`src/rtl/program_counter.sv`:
```
// 16-bit program counter (PCL/PCH) with address bus output registers (ABL/ABH).
// Latency 1 cycle; no backpressure, all state updates every cycle.
module program_counter (
    input  logic       clk,
    input  logic       rst,
    input  logic [7:0] ADL,
    input  logic [7:0] ADH,
    input  logic       ADL_PCL,
    input  logic       ADH_PCH,
    input  logic       I_PC,
    input  logic       ADL_ABL,
    input  logic       ADH_ABH,
    output logic [7:0] Program_Counter_Low_Register_Out,
    output logic [7:0] Program_Counter_High_Register_Out,
    output logic [7:0] ABL,
    output logic [7:0] ABH,
    output logic       PC_Carry
);

    logic [7:0] pcl_q, pcl_d;
    logic [7:0] pch_q, pch_d;
    logic [7:0] abl_q, abl_d;
    logic [7:0] abh_q, abh_d;
    logic       carry_q, carry_d;
    logic [7:0] pcl_src;
    logic [7:0] pch_src;

    always_comb begin
        pcl_src = ADL_PCL ? ADL : pcl_q;
        pch_src = ADH_PCH ? ADH : pch_q;
        // Low-byte carry ripples into the high byte in the same cycle.
        {carry_d, pcl_d} = {1'b0, pcl_src} + {8'h00, I_PC};
        pch_d = pch_src + {7'h00, carry_d};
        abl_d = ADL_ABL ? ADL : abl_q;
        abh_d = ADH_ABH ? ADH : abh_q;
    end

    always_ff @(posedge clk) begin
        if (rst) begin
            pcl_q   <= 8'h00;
            pch_q   <= 8'h00;
            abl_q   <= 8'h00;
            abh_q   <= 8'h00;
            carry_q <= 1'b0;
        end else begin
            pcl_q   <= pcl_d;
            pch_q   <= pch_d;
            abl_q   <= abl_d;
            abh_q   <= abh_d;
            carry_q <= carry_d;
        end
    end

    assign Program_Counter_Low_Register_Out  = pcl_q;
    assign Program_Counter_High_Register_Out = pch_q;
    assign ABL      = abl_q;
    assign ABH      = abh_q;
    assign PC_Carry = carry_q;

endmodule

```
`config.mk`:
```
export PLATFORM = sky130hd
export DESIGN_NAME = program_counter
export DESIGN_NICKNAME = d
export VERILOG_FILES = /design/src/rtl/program_counter.sv
export SDC_FILE = /design/constraint.sdc
export NUM_CORES = 1
export LEC_CHECK = 0
export CORE_ASPECT_RATIO = 0.8
export CORE_MARGIN = 3
export CORE_UTILIZATION = 30
export CTS_CLUSTER_DIAMETER = 30
export DETAILED_ROUTE_END_ITERATION = 16
export GPL_ROUTABILITY_DRIVEN = 0
export HOLD_SLACK_MARGIN = 0.15
export PLACE_DENSITY_LB_ADDON = 0.25
export SKIP_LAST_GASP = 1
export SLEW_MARGIN = 40
export SYNTH_ARGS = -nofsm -noshare
export SYNTH_HDL_FRONTEND = slang
export SYNTH_SLANG_ARGS = --single-unit
```
`constraint.sdc`:
```
create_clock -name clk -period 3.65 [get_ports clk]
set_clock_uncertainty 0.05 [all_clocks]
set_input_delay 0.73 -clock clk [delete_from_list [all_inputs] [get_ports clk]]
set_output_delay 0.73 -clock clk [all_outputs]
set_load 0.01 [all_outputs]
```
==> reports/metrics.cfg <==
[setup_path]
cp_num_buf_inv = 3
crit_chain = clkdlybuf4s50_1 > buf_4 > mux2_2 > ha_1 > and3_1 > ha_1 > ha_1 > inv_1 > nor3_1 > xor2_1 > nor2_1
r2r_setup_slack_ns = 1.51
arrival_ns = 3.01
critical_path_class = in -> reg
startpoint_type = input port
slowest_delay_ns = 0.49
cp_top_family = buffers and inverters
crit_path_max_fanout = 19
worstPathRequired_ns = 3.75
critPathCaptureType = flip-flop
slowest_stage = clkdlybuf4s50_1
critPathMostFrequentCell = ha_1

[synth]
synthCells = 158
synthArstFlopShare_pct = 0
synth_edf_count = 0
synth_top_area_cell = dfxtp_1
yosys_register_bits = 33
seq_area_frac_synth_pct = 41.1
synth_area_leaders = dfxtp_1 41%, mux2i_1 16%, nor2_1 5.4%
syn_avg_cell_area_sq_um = 10.2
yosysTopAreaCellShare_pct = 41.1
synth.distinct_cells = 36
synth_area_sq_um = 1610
synth_nets = 185
synthFlopType = dfxtp_1
yosys_warnings = 0

[global_routing]
gr-usage-all-layers_pct = 13.5
grt_overflow_total = 0
grt_pass1_wl_mm = 6.45
grt_pass1_vias = 1294
grt_start_max_net_pins = 20
antenna_found_initial = 0

[timing]
timing.final.crit_share_pct = 79.6
relSlewSlack_pct = 54.9
rsz0062_at_grt = no
min_period_ns = 2.91
finalSetupViolCount = 0
tightest_slew_ns = 0.674
final_max_slew_viol_count = 0
hold_viol_final = 0
fin_tns_setup_ns = 0
fmax_mhz = 344
layout_setup_ws_ns = 0.745

[floorplanning]
rows = 23
die_h_um = 71.5
die_area_sq_um = 6270
core_area_sq_um = 5090
die_w_um = 87.8
initial_core_util_pct = 31.5
pin_count = 56

[power_and_ir_drop]
power_density_nw_per_um2 = 380
power.total_mw = 0.872
ir_drop_v = 0.000196
cellLeakagePower_nw = 0.958

[clocking]
clock-sinks = 33
post_cts_resized = 0
clk_latency_ns = 0.29
cts_buffer_depth = 2
cts_tree = yes
h-tree-depth = 2
postCtsHoldBufs = 0
clk_pin_slew_ns = 0.07
cts-root-buf = clkbuf_8
numCtsBuffers = 5
cts_setup_buffers = 0

[detailed_routing]
drt_pass1_iterations = 4
post-route-drc-count = 0
ant_nets = 0
avgRoutedWirePerCell_um = 14.0
wl_mm = 3.88
via_per_inst = 4.55
drt-initial-drc-count = 48
vias = 1265

[cells_and_area]
multi_input_area_sq_um = 867
num-fill-cells = 506
mostFrequentLayoutCell = clkdlybuf4s50_1
instances_no_fill = 278
drive_gt1_share_pct = 11.1
area_delta_synth_final_pct = 42.8
regArea_sq_um = 661
finalNetCount = 242
n_antenna_cell = 0
final_cell_mix = 55 x clkdlybuf4s50_1, 33 x dfxtp_1, 26 x mux2i_1

[placement]
dp_cells = 270
dp_worst_setup_slack_ns = 0.447
io_buffers = 55
dpl.hpwl_mm = 2.97

[worst_hold_path]
hp-class = reg -> reg

[run]
drv_cap = 0

[outcome]
status = finished clean

## logic make-up after synthesis
kind of cell,count (synthesis),share of synthesized area [%]
buf+inv,11,4.91
xor+xnor,8,4.36
compound gates,18,8.72
mux,30,19.0
flops,33,41.1
simple gates,54,18.8
fa+ha+maj,4,3.12
## worst paths after layout
kind / cells past startpoint / from / to
hold / removal: 2 / ABH[0] / ABH[0]
hold reg to reg: 2 / ABH[0] / ABH[0]
setup reg to reg: 10 / Program_Counter_Low_Register_Out[0] / Program_Counter_High_Register_Out[4]
setup / recovery: 11 / ADL_PCL / Program_Counter_High_Register_Out[4]
## stage by stage
stage          instance area [sq um]  util, %  hold slack (ns)
2_1_floorplan                   1610        -            0.481
3_3_place_gp                    2190     43.1            0.428
3_5_place_dp                    2190     43.1            0.430
4_1_cts                         2290     45.1            0.449
5_1_grt                         2290     45.1            0.479
6_report                        2290     45.1            0.445
## synthesized netlist by cell type, drive strengths merged (2+ instances only)
cell	instances
dfxtp	33
clkbuf	3
mux2i	26
xnor2	3
nor2b	6
nand4b	2
xor2	5
and2b	2
nand4	2
a211oi	2
buf	6
ha	4
a21oi	6
nand3b	4
o21ai	2
a221oi	2
nand3	9
a21o	3
inv	2
nand2	4
nor2	23
mux2	4
## where the power goes
group          switching (mW)  internal, mW  total (mW)  leakage, nW
Clock                   0.138         0.170       0.308       0.0542
Sequential             0.0165         0.383       0.399        0.272
Combinational          0.0694        0.0952       0.165        0.631
Total                   0.224         0.648       0.872        0.958
## per-layer routing
metal	routed length, um	GRT usage [%]	part of all wire (%)	vias up
li1	-	-	-	665
met1	1990	18.8	51	567
met2	1630	19.2	42	27
met3	177	3.79	4.6	6
met4	77	6.13	2.0	0
met5	0	0	0	-
## flip-flops by register name (all words and copies together) (netlist names)
name / cells
ABH: 8
ABL: 8
PC_Carry: 1
Program_Counter_High_Register_Out: 8
Program_Counter_Low_Register_Out: 8
## worst min-delay path, delay by kind of cell (launching register included)
family	cells	cell delay [ns]
DFF	1	0.33
and+or+nand+nor	1	0.07
muxes	1	0.06
## layout make-up
type / count / share of cell area (%)
inverter: 2 / 0.327
clock buffer: 7 / 4.20
multi-input combinational: 114 / 37.8
timing repair buffer: 59 / 25.3
tap: 62 / 3.38
sequential: 33 / 28.8
clock inverter: 1 / 0.218
Note: power is estimated with default switching activity, not from simulation.
